`src/rtl/lm75_i2c_responder.sv`:
```
// LM75-compatible I2C slave: temperature, configuration, THYST and TOS registers,
// open-drain SDA drive and the OS over-temperature comparator.
module lm75_i2c_responder #(
    parameter logic [6:0]  I2C_ADDR    = 7'h48,
    parameter int unsigned SYNC_STAGES = 2,
    parameter logic [15:0] THYST_RST   = 16'h4B00,
    parameter logic [15:0] TOS_RST     = 16'h5000
) (
    input  logic        clk,
    input  logic        rst,
    input  logic        scl_in,
    input  logic        sda_in,
    output logic        sda_oe,
    input  logic [15:0] temp_in,
    output logic [7:0]  conf_reg,
    output logic [15:0] thyst_reg,
    output logic [15:0] tos_reg,
    output logic        os_out,
    output logic        busy
);

    localparam int unsigned NSync = (SYNC_STAGES < 2) ? 2 : SYNC_STAGES;

    typedef enum logic [2:0] {
        StIdle, StAddr, StAddrAck, StWrByte, StWrAck, StRdByte, StRdAck
    } state_t;

    state_t           state;
    logic [NSync-1:0] scl_sync, sda_sync;
    logic             scl_s, sda_s, scl_d, sda_d;
    logic             scl_rise, scl_fall, start_ev, stop_ev;
    logic [3:0]       bit_cnt;
    logic [7:0]       shift;
    logic [6:0]       tx_sh;
    logic             rw, byte_idx, wr_first, msb_pend;
    logic [1:0]       pointer;
    logic [7:0]       msb_stash;
    logic [7:0]       conf_q;
    // Only bits[15:7] of THYST/TOS/temperature carry information.
    logic [8:0]       thyst_q, tos_q, temp_snap;
    logic             os_active;
    logic [7:0]       rd_sel;
    logic             unused_temp;

    assign unused_temp = ^temp_in[6:0];

    // Pin synchronizers plus one delay stage for edge detection; idle bus level on reset.
    always_ff @(posedge clk) begin
        if (rst) begin
            scl_sync <= '1;
            sda_sync <= '1;
            scl_d    <= 1'b1;
            sda_d    <= 1'b1;
        end else begin
            scl_sync <= {scl_sync[NSync-2:0], scl_in};
            sda_sync <= {sda_sync[NSync-2:0], sda_in};
            scl_d    <= scl_s;
            sda_d    <= sda_s;
        end
    end

    assign scl_s    = scl_sync[NSync-1];
    assign sda_s    = sda_sync[NSync-1];
    assign scl_rise = scl_s & ~scl_d;
    assign scl_fall = ~scl_s & scl_d;
    assign start_ev = scl_s & scl_d & sda_d & ~sda_s;
    assign stop_ev  = scl_s & scl_d & ~sda_d & sda_s;

    // Byte presented for the next read, selected by pointer and MSB/LSB index.
    always_comb begin
        rd_sel = 8'h00;
        case (pointer)
            2'd0:    rd_sel = byte_idx ? {temp_snap[0], 7'b0} : temp_snap[8:1];
            2'd1:    rd_sel = conf_q;
            2'd2:    rd_sel = byte_idx ? {thyst_q[0], 7'b0} : thyst_q[8:1];
            default: rd_sel = byte_idx ? {tos_q[0], 7'b0} : tos_q[8:1];
        endcase
    end

    // Bus protocol FSM and register file; START/STOP override every state.
    always_ff @(posedge clk) begin
        if (rst) begin
            state     <= StIdle;
            sda_oe    <= 1'b0;
            busy      <= 1'b0;
            bit_cnt   <= 4'd0;
            shift     <= 8'h00;
            tx_sh     <= 7'h00;
            rw        <= 1'b0;
            byte_idx  <= 1'b0;
            wr_first  <= 1'b0;
            msb_pend  <= 1'b0;
            msb_stash <= 8'h00;
            pointer   <= 2'd0;
            conf_q    <= 8'h00;
            thyst_q   <= THYST_RST[15:7];
            tos_q     <= TOS_RST[15:7];
            temp_snap <= 9'd0;
        end else if (start_ev) begin
            state   <= StAddr;
            bit_cnt <= 4'd0;
            sda_oe  <= 1'b0;
        end else if (stop_ev) begin
            state  <= StIdle;
            sda_oe <= 1'b0;
            busy   <= 1'b0;
        end else begin
            unique case (state)
                StAddr: begin
                    if (scl_rise) begin
                        shift   <= {shift[6:0], sda_s};
                        bit_cnt <= bit_cnt + 4'd1;
                    end else if (scl_fall && bit_cnt == 4'd8) begin
                        if (shift[7:1] == I2C_ADDR) begin
                            state    <= StAddrAck;
                            sda_oe   <= 1'b1;
                            busy     <= 1'b1;
                            rw       <= shift[0];
                            byte_idx <= 1'b0;
                            wr_first <= 1'b1;
                            msb_pend <= 1'b0;
                            if (shift[0] && !conf_q[0]) temp_snap <= temp_in[15:7];
                        end else begin
                            state <= StIdle;
                            busy  <= 1'b0;
                        end
                    end
                end
                StAddrAck: begin
                    if (scl_fall) begin
                        bit_cnt <= 4'd0;
                        if (rw) begin
                            state  <= StRdByte;
                            tx_sh  <= rd_sel[6:0];
                            sda_oe <= ~rd_sel[7];
                        end else begin
                            state  <= StWrByte;
                            sda_oe <= 1'b0;
                        end
                    end
                end
                StWrByte: begin
                    if (scl_rise) begin
                        shift   <= {shift[6:0], sda_s};
                        bit_cnt <= bit_cnt + 4'd1;
                    end else if (scl_fall && bit_cnt == 4'd8) begin
                        state  <= StWrAck;
                        sda_oe <= 1'b1;
                        if (wr_first) begin
                            pointer  <= shift[1:0];
                            wr_first <= 1'b0;
                        end else begin
                            case (pointer)
                                2'd1: conf_q <= shift;
                                2'd2, 2'd3: begin
                                    if (!msb_pend) begin
                                        msb_stash <= shift;
                                        msb_pend  <= 1'b1;
                                    end else begin
                                        msb_pend <= 1'b0;
                                        if (pointer == 2'd2) thyst_q <= {msb_stash, shift[7]};
                                        else tos_q <= {msb_stash, shift[7]};
                                    end
                                end
                                default: ;
                            endcase
                        end
                    end
                end
                StWrAck: begin
                    if (scl_fall) begin
                        state   <= StWrByte;
                        sda_oe  <= 1'b0;
                        bit_cnt <= 4'd0;
                    end
                end
                StRdByte: begin
                    if (scl_rise) begin
                        bit_cnt <= bit_cnt + 4'd1;
                    end else if (scl_fall) begin
                        if (bit_cnt == 4'd8) begin
                            state    <= StRdAck;
                            sda_oe   <= 1'b0;
                            bit_cnt  <= 4'd0;
                            byte_idx <= ~byte_idx;
                        end else begin
                            sda_oe <= ~tx_sh[6];
                            tx_sh  <= {tx_sh[5:0], 1'b0};
                        end
                    end
                end
                StRdAck: begin
                    // bit_cnt==1 marks that the master ACKed on this ninth clock.
                    if (scl_rise) begin
                        if (sda_s) state <= StIdle;
                        else bit_cnt <= 4'd1;
                    end else if (scl_fall && bit_cnt == 4'd1) begin
                        state   <= StRdByte;
                        bit_cnt <= 4'd0;
                        tx_sh   <= rd_sel[6:0];
                        sda_oe  <= ~rd_sel[7];
                    end
                end
                default: ;
            endcase
        end
    end

    // Hysteresis comparator on signed half-degree values; frozen in shutdown.
    always_ff @(posedge clk) begin
        if (rst) begin
            os_active <= 1'b0;
        end else if (!conf_q[0]) begin
            if ($signed(temp_in[15:7]) >= $signed(tos_q)) os_active <= 1'b1;
            else if ($signed(temp_in[15:7]) < $signed(thyst_q)) os_active <= 1'b0;
        end
    end

    assign conf_reg  = conf_q;
    assign thyst_reg = {thyst_q, 7'b0};
    assign tos_reg   = {tos_q, 7'b0};
    assign os_out    = os_active ^ conf_q[2];

endmodule

```
`config.mk`:
```
export PLATFORM = sky130hd
export DESIGN_NAME = lm75_i2c_responder
export DESIGN_NICKNAME = d
export VERILOG_FILES = /design/src/rtl/lm75_i2c_responder.sv
export SDC_FILE = /design/constraint.sdc
export NUM_CORES = 1
export LEC_CHECK = 0
export CAP_MARGIN = 5
export CELL_PAD_IN_SITES_DETAIL_PLACEMENT = 0
export CELL_PAD_IN_SITES_GLOBAL_PLACEMENT = 2
export CORE_UTILIZATION = 34
export DETAILED_ROUTE_END_ITERATION = 10
export PLACE_DENSITY = 0.9
export SETUP_SLACK_MARGIN = 0.1
export SYNTH_ARGS = -nofsm -noshare
export SYNTH_HDL_FRONTEND = slang
export SYNTH_SLANG_ARGS = --single-unit
```
`constraint.sdc`:
```
create_clock -name clk -period 2.3 [get_ports clk]
set_input_delay 0.46 -clock clk [delete_from_list [all_inputs] [get_ports clk]]
set_output_delay 0.46 -clock clk [all_outputs]
set_load 0.005 [all_outputs]
```
After elaboration in Yosys (flattened, before gate mapping)
Cells that the tools add are included.
W data, S select, Z words.
{ "totals": {"inputBits": 20, "elab_cells": 206, "output_inout_bits": 43, "mem_bits_ro": 0, "latch_bits": 0, "reg_bits": 80, "ramBits": 0, "n_memories": 0} }
{ "op_classes": {"reduce_logical": 37, "multipliers": 0, "n_bitwise": 22, "n_eq_ne": 47, "shifts": 0, "addsub": 1, "n_div": 0, "n_mux": 75, "n_lt_le_gt_ge": 2} }
{ "ops": {"columns": ["op", "count"], "rows": [
  ["$mux W7", 7],
  ["$mux W3", 13],
  ["$ne A4 B4 Y1 const B", 9],
  ["$reduce_and A12 Y1", 3],
  ["$mux W1", 35],
  ["$mux W4", 8],
  ["$ne A2 B2 Y1 const B", 16],
  ["$reduce_and A9 Y1", 3],
  ["$mux W8", 3],
  ["$pmux W8 S3", 1],
  ["$reduce_and A8 Y1", 3],
  ["$pmux W7 S3", 1],
  ["$reduce_and A10 Y1", 2],
  ["$pmux W3 S6", 1],
  ["$pmux W4 S4", 1],
  ["$ne A3 B3 Y1 const B", 5],
  ["$not A1 Y1", 14],
  ["$reduce_and A7 Y1", 2],
  ["$reduce_and A6 Y1", 2],
  ["$ne A5 B5 Y1 const B", 2],
  ["$reduce_bool A2 Y1", 5],
  ["$eq A3 B3 Y1 const B", 3],
  ["$ge A9 B9 Y1", 1],
  ["$lt A9 B9 Y1", 1],
  ["other kinds (25)", 43]
]} }

Longest topological paths before layout
Gate-level depths: netlist of the first run.
{ "depth": {"ltp_word": 8, "depth_mapped": 9, "mapped_depth_nobuf": 7} }

Least setup slack after synthesis of the first run
OpenSTA, ideal clock, no wires.
{ "synth_path": {"kind": "register -> register", "from": "register scl_sync[1]", "to": "register thyst_q[1]", "synth_period_minus_slack_ns": 2.026, "path_slack_ns": 0.274, "setup_time_ns": 0.129, "arrival_ns": 1.898, "path_stages_with_launch": 10, "n_path_buf": 2, "t_required_ns": 2.171, "cell_sequence": "dfxtp_1 -> inv_1 -> ha_1 -> clkbuf_1 -> nand2b_1 -> a2111oi_4 -> nand4_1 -> buf_2 -> mux2i_1 -> nand2_1"} }
{ "synth_between": {"elab_chain_len": 5, "elab_cells_between_ends": 13, "cone_classes": "bitwise (11); reduce/logical (2)"} }
{ "synth_rtl": {"columns": ["element", "line_no", "rtl"], "rows": [
  ["from (decl)", "29", "logic [NSync-1:0] scl_sync, sda_sync;"],
  ["from (signal assigned)", "55", "scl_sync <= {scl_sync[NSync-2:0], scl_in};"],
  ["$and A1 B1 Y1", "66, 67", null],
  ["$and A1 B1 Y1, on equally long branches (2 in series)", "67, 66", null],
  ["$not A1 Y1 (no source line)", null, null],
  ["$reduce_and A9 Y1 (no source line) *", null, null],
  ["to (signal assigned)", "96", "thyst_q <= THYST_RST[15:7];"],
  ["to (signal assigned)", "161", "if (pointer == 2'd2) thyst_q <= {msb_stash, shift[7]};"],
  ["to (decl)", "40", "logic [8:0] thyst_q, tos_q, temp_snap;"]
]} }
Mark *: on every way between the ends. The rest lies on a longest branch, timed or not.
A chain may end at the register's enable or synchronous reset.

Worst setup path in the final report of the first run
{ "layout_path": {"from": "input temp_in[9]", "to": "register os_active"} }
{ "layout_between": {"elab_chain_len": 3, "elab_cells_between_ends": 5, "cone_classes": "order compare (2); mux (1); reduce/logical (2)"} }
{ "layout_rtl": {"columns": ["element", "line_no", "rtl"], "rows": [
  ["from (decl)", "14", "input logic [15:0] temp_in,"],
  ["$ge A9 B9 Y1 / $lt A9 B9 Y1 (equally long branches)", "214, 215", null],
  ["$reduce_bool A2 Y1 (no source line)", null, null],
  ["$reduce_and A2 Y1 (no source line)", null, null],
  ["to (signal assigned)", "212", "os_active <= 1'b0;"],
  ["to (signal assigned)", "214", "if ($signed(temp_in[15:7]) >= $signed(tos_q)) os_active <= 1'b1;"],
  ["to (signal assigned)", "215", "else if ($signed(temp_in[15:7]) < $signed(thyst_q)) os_active <= 1'b0;"],
  ["to (decl)", "41", "logic os_active;"]
]} }
Several ways; a longest one is shown, not always the timed one.

==> impl_metrics.env, run 1 <==
export IMPL_final_setup_worst_slack_ns=0.233
export IMPL_grt_ovfl_total=0
export IMPL_holdWs_ns=0.407
export IMPL_drive_gt1_share_pct=11.5
export IMPL_timing_max_cap_violations=0
export IMPL_fillers=1282
export IMPL_worst_slew_pin_slew_ns=0.573
export IMPL_port_buffers=41
export IMPL_fin_skew_ns=0.00515
export IMPL_p_int_uw=2260
export IMPL_rr_endpoint="temp_snap[7]$_SDFFE_PP0P_"
export IMPL_grt_setup_unrepaired="true"
export IMPL_fin_crit_ns=2.07
export IMPL_cp_start_kind="input port"
export IMPL_avgViaCountPerCell=5.06
export IMPL_place_area_sq_um=5070
export IMPL_io_pins=63
export IMPL_setup_tns_ns=0
export IMPL_finalHoldViolations=0
export IMPL_synth_cell_types=60
export IMPL_core_area_sq_um=12700
export IMPL_grtUsageTotal_pct=18.0
export IMPL_power_leakage_uw=0.00229
export IMPL_syn_inst=494
export IMPL_top_regs="temp_snap (9), thyst_q (9), tos_q (9)"
export IMPL_place_congestion=0.818
export IMPL_dp_hpwl_um=8510
export IMPL_synthTopCellsByArea="dfxtp_1 36%, mux2i_1 14%, ha_1 6.5%, nor2_1 5.3%, buf_4 2.9%"
export IMPL_synth_edf_count=0
export IMPL_die_h_um=116
export IMPL_pwr_share_clk_pct=45.4
export IMPL_drtPass1Iterations=4
export IMPL_critPathMaxFanout=3
export IMPL_design_area_sq_um=5390
export IMPL_multi_input_area_sq_um=2560
export IMPL_drc=0
export IMPL_cts_root_buf="clkbuf_16"
export IMPL_synth_seq_cells=80
export IMPL_switching_share_pct=23.0
export IMPL_grt_pass1_vias=3564
export IMPL_pwr_density_cell_nw_per_um2=544
export IMPL_async_flop_share_pct=0
export IMPL_setup_viol=0
export IMPL_dieArea_sq_um=13500
export IMPL_p_total_uw=2930
export IMPL_maxSlewHeadroom_pct=61.6
export IMPL_worstSetupPathType="in2reg"
export IMPL_peakVddDrop_mv=0.470
export IMPL_hold_start="sda_sync[0]$_SDFF_PP1_"
export IMPL_postCtsHoldBufs=0
export IMPL_syn_cell_area_sq_um=4430
export IMPL_required_ns=2.54
export IMPL_worst_r2r_setup_slack_ns=0.23
export IMPL_yosysMostFrequentCell="dfxtp_1"
export IMPL_num_rows=41
export IMPL_crit_path_end="os_active$_SDFFE_PP0P_"
export IMPL_worstPathCellList="clkdlybuf4s50_1, ha_1, a21o_1, a21o_1, a211oi_1, o21ai_0, a32o_1"
export IMPL_num_nets_final=589
export IMPL_cts_sinks=80
export IMPL_cts_buffers=9
export IMPL_grt_max_degree=35
export IMPL_end_kind="flip-flop"
export IMPL_ant_nets=0
export IMPL_status="finished, final reports clean"
export IMPL_cts_tree="done"
export IMPL_cp_slowest_cell="clkdlybuf4s50_1"
export IMPL_synth_top_area_cell="dfxtp_1"
export IMPL_syn_area_per_cell_sq_um=8.97
export IMPL_grt_pass1_wl_um=18300
export IMPL_final_max_slew_violation_count=0
export IMPL_timing_rr_start="scl_sync[1]$_SDFF_PP1_"
export IMPL_period_share_pct=89.9
export IMPL_yosys_warnings=0
export IMPL_seqPwrFrac_pct=47.9
export IMPL_drt_total_wl_um=11500
export IMPL_synth_commonest_cells="80 x dfxtp_1, 64 x mux2i_1, 63 x nor2_1"
export IMPL_htree_levels=3
export IMPL_antenna_diode_count=0
export IMPL_p_comb_share_pct=6.7
export IMPL_place_ws_ns=-0.167
export IMPL_drt_iter0_drc=204
export IMPL_arrival_ns=2.30
export IMPL_timing_critical_path_from="temp_in[9]"
export IMPL_synth_top_area_share_pct=36.1
export IMPL_via_count=3656
export IMPL_min_path_type="reg2reg"
export IMPL_synthToLayoutAreaGrowth_pct=21.6
export IMPL_reg2reg_depth=8
export IMPL_cp_common_cell="a21o_1"
export IMPL_ys_flop_type="dfxtp_1"
export IMPL_slowest_delay_ns=0.47
export IMPL_final_seq_area_sq_um=1600
export IMPL_initial_core_util_pct=35.0
export IMPL_insertion_delay_ns=0.34
export IMPL_holdPathStages=1
export IMPL_clk_pin_slew_ns=0.06
export IMPL_cts_buffer_depth=2
export IMPL_die_w_um=116
export IMPL_grt_antenna_before_repair=0
export IMPL_wl_per_cell_um=15.9
export IMPL_synth_seq_area_share_pct=36.1
export IMPL_p_sw_uw=675
export IMPL_max_freq_mhz=484
-- logic make-up after synthesis --
family,Yosys count,synth area share (%)
adder cells (fa/ha/maj),23,6.49
XOR/XNOR,4,0.960
other,1,0.0846
flip-flops,80,36.1
buffers and inverters,69,7.71
AO/OA/AOI/OAI,92,15.2
multiplexers,66,15.2
AND/OR/NAND/NOR,159,18.2
-- metrics by stage --
step	instances	utilization [%]
6_report	722	42.5
5_1_grt	722	42.5
4_1_cts	720	42.2
3_5_place_dp	704	40.0
3_3_place_gp	704	40.0
2_1_floorplan	507	-
-- how the worst min path moves through the flow --
stage                                   endpoint  slack [ns]
after floorplan           scl_sync[1]$_SDFF_PP1_        0.39
after global placement    sda_sync[1]$_SDFF_PP1_        0.39
after detailed placement  sda_sync[1]$_SDFF_PP1_        0.40
after CTS                 sda_sync[1]$_SDFF_PP1_        0.41
after global routing      scl_sync[1]$_SDFF_PP1_        0.42
final                     sda_sync[1]$_SDFF_PP1_        0.41
-- worst max-delay path, delay by kind of cell --
| kind | cells | cell delay, ns |
|---|---|---|
| buf+inv | 1 | 0.47 |
| fa+ha+maj | 1 | 0.35 |
| compound gates | 5 | 1.02 |
-- power groups by stage --
stage          combinational [uW]  sequential (uW)  clock [uW]
2_1_floorplan                 140             1430           0
3_3_place_gp                  191             1440           0
3_5_place_dp                  193             1440           0
4_1_cts                       194             1400        1360
5_1_grt                       220             1410        1420
6_report                      197             1410        1330
-- metal layers --
metal  share of wire, %  up-vias  track usage, %  wire, um
met5                  0        -               0         0
met4                1.5        0            6.15       177
met1                 48     1738            23.2      5500
met3                3.1       12            4.00       356
li1                   -     1840               -         -
met2                 47       66            29.8      5420
-- final cells by class --
cell class                 count  share of cell area [%]
multi-input combinational    358                    47.5
sequential                    80                    29.7
timing repair buffer          71                    11.9
clock buffer                  12                    4.76
clock inverter                 3                   0.325
tap                          172                    3.99
inverter                      26                    1.81
-- timing repair --
action / in CTS / in global routing
pin swaps: 1 / 1
gates cloned: 0 / 0
gates resized for setup: 0 / 9
buffers inserted: 1 / 2
endpoints found under the setup margin: 13 / 52
-- cells in the final DEF, fill, tap and decap left out, types with 6 or more instances in the layout --
cell,count
clkbuf_16,9
o22ai_1,8
nor2_1,63
o221ai_1,6
conb_1,14
or2_2,6
o211ai_1,6
nand4_1,6
nand2_1,26
a22oi_1,7
o21ai_0,17
nor2b_1,7
mux2i_1,64
a21oi_1,13
inv_1,26
clkdlybuf4s50_1,40
ha_1,21
buf_4,27
dfxtp_1,80
nand2b_1,9
nand3_1,9
Note: power is estimated with default switching activity, not from simulation.
==> inputs of run 2 (changes only) <==
--- a/config.mk
+++ b/config.mk
@@ -8,6 +8,7 @@
 export CAP_MARGIN = 5
 export CELL_PAD_IN_SITES_DETAIL_PLACEMENT = 0
 export CELL_PAD_IN_SITES_GLOBAL_PLACEMENT = 2
+export CORE_MARGIN = 1.5
 export CORE_UTILIZATION = 34
 export DETAILED_ROUTE_END_ITERATION = 10
 export PLACE_DENSITY = 0.9
==> run 2 against run 1 <==
Compared with the run above: final cell count is the same; total power rose by 1.6%; clock power up 4%; non-clock buffer count unchanged; count of clock-buffer cells in the layout shrank 3; fmax decreased by 1.1%; die area increased by 1.7%; sequential share of layout area about the same; critical path type unchanged; highest routed layer unchanged.
==> impl_metrics.env, run 2 (synthesis gave the netlist of run 1 again) <==
export IMPL_pwr_density_cell_nw_per_um2=553
export IMPL_top_regs="temp_snap (9), thyst_q (9), tos_q (9)"
export IMPL_p_total_uw=2980
export IMPL_num_rows=41
export IMPL_num_nets_final=589
export IMPL_critPathBufInv=1
export IMPL_synthToLayoutAreaGrowth_pct=21.5
export IMPL_cp_start_kind="input port"
export IMPL_port_buffers=41
export IMPL_grt_pass1_wl_um=18300
export IMPL_cp_slowest_cell="clkdlybuf4s50_1"
export IMPL_worstSetupPathType="in2reg"
export IMPL_drtPass1Iterations=4
export IMPL_peakVddDrop_mv=0.309
export IMPL_grt_setup_unrepaired="false"
export IMPL_drt_total_wl_um=11200
export IMPL_crit_family="compound AO/OA/AOI/OAI gates"
export IMPL_grt_antenna_before_repair=0
export IMPL_status="finished, final reports clean"
export IMPL_antenna_diode_count=0
export IMPL_postCtsHoldBufs=0
export IMPL_die_h_um=117
export IMPL_avgViaCountPerCell=5.13
export IMPL_fin_skew_ns=0.00694
export IMPL_worst_slew_pin_slew_ns=0.523
export IMPL_fin_crit_ns=2.09
export IMPL_period_share_pct=90.9
export IMPL_fillers=1283
export IMPL_timing_max_cap_violations=0
export IMPL_core_area_sq_um=12700
export IMPL_min_path_type="reg2reg"
export IMPL_cts_root_buf="clkbuf_16"
export IMPL_die_w_um=117
export IMPL_cts_sinks=80
export IMPL_layout_commonest_cell="dfxtp_1"
export IMPL_arrival_ns=2.31
export IMPL_cts_buffer_depth=2
export IMPL_grtUsageTotal_pct=17.4
export IMPL_initial_core_util_pct=35.0
export IMPL_cts_tree="done"
export IMPL_critPathMaxFanout=3
export IMPL_drt_iter0_drc=284
export IMPL_drc=0
export IMPL_required_ns=2.52
export IMPL_grt_pass1_vias=3575
export IMPL_cp_common_cell="a21o_1"
export IMPL_dieArea_sq_um=13700
export IMPL_insertion_delay_ns=0.33
export IMPL_end_kind="flip-flop"
export IMPL_wl_per_cell_um=15.6
export IMPL_max_freq_mhz=478
export IMPL_slowest_delay_ns=0.47
export IMPL_final_max_slew_violation_count=0
export IMPL_clk_pin_slew_ns=0.06
export IMPL_ant_nets=0
export IMPL_power_leakage_uw=0.00229
export IMPL_cts_buffers=9
export IMPL_dp_hpwl_um=8430
export IMPL_maxSlewHeadroom_pct=65.0
export IMPL_layout_common_cells="79 x dfxtp_1, 64 x mux2i_1, 63 x nor2_1"
export IMPL_finalHoldViolations=0
export IMPL_setup_tns_ns=0
export IMPL_worstPathCellList="clkdlybuf4s50_1, ha_1, a21o_1, a21o_1, a221oi_1, o21ai_0, a32o_1"
export IMPL_holdWs_ns=0.408
export IMPL_htree_levels=3
export IMPL_io_pins=63
export IMPL_place_congestion=0.833
export IMPL_setup_viol=0
export IMPL_grt_ovfl_total=0
export IMPL_drive_gt1_share_pct=11.6
export IMPL_via_count=3707
export IMPL_grt_max_degree=37
[run 2: per-layer routing]
layer  share of wire, %  GRT usage [%]  vias to the layer above
li1                   -              -                     1847
met1                 46           23.0                     1758
met2                 48           28.3                       90
met3                4.4           2.94                       12
met4                1.7           7.07                        0
met5                  0              0                        -
[run 2: power by group]
group          internal, uW  switching, uW
combinational          83.9            110
sequential             1400           11.8
clock                   830            551
total                  2310            672
[run 2: what timing repair did]
item / CTS / global route
gates resized for setup: 0 / 5
buffers inserted: 0 / 2
endpoints found under the hold margin: 0 / 0
endpoints found under the setup margin: 0 / 49
[run 2: final cells by class]
cell class	instances	area, sq um	share of cell area [%]
clock buffers	9	225	4.18
repair buffers	71	631	11.7
multi-input cells	358	2550	47.4
flip-flops and latches	80	1600	29.8
inverters	26	97.6	1.81
clock inverters	6	61.3	1.14
well taps	172	215	4.00
[run 2: worst paths after layout]
path / slack (ns) / to / cells past startpoint / startpoint
worst max-delay path: 0.21 / os_active$_SDFFE_PP0P_ / 7 / temp_in[9]
worst max register to register: 0.25 / state[2]$_SDFFE_PP0P_ / 8 / scl_d$_SDFF_PP1_
worst min-delay path: 0.41 / scl_sync[1]$_SDFF_PP1_ / 1 / scl_sync[0]$_SDFF_PP1_
worst min register to register: 0.41 / scl_sync[1]$_SDFF_PP1_ / 1 / scl_sync[0]$_SDFF_PP1_
[run 2: through the flow]
stage               cells  setup slack [ns]  utilization, %  area, sq um
floorplan             507             0.274               -         4480
global placement      705            -0.104            40.0         5070
detailed placement    705            -0.155            40.0         5070
CTS                   720             0.155            42.3         5360
global route          722             0.104            42.5         5390
finish                722             0.210            42.5         5390
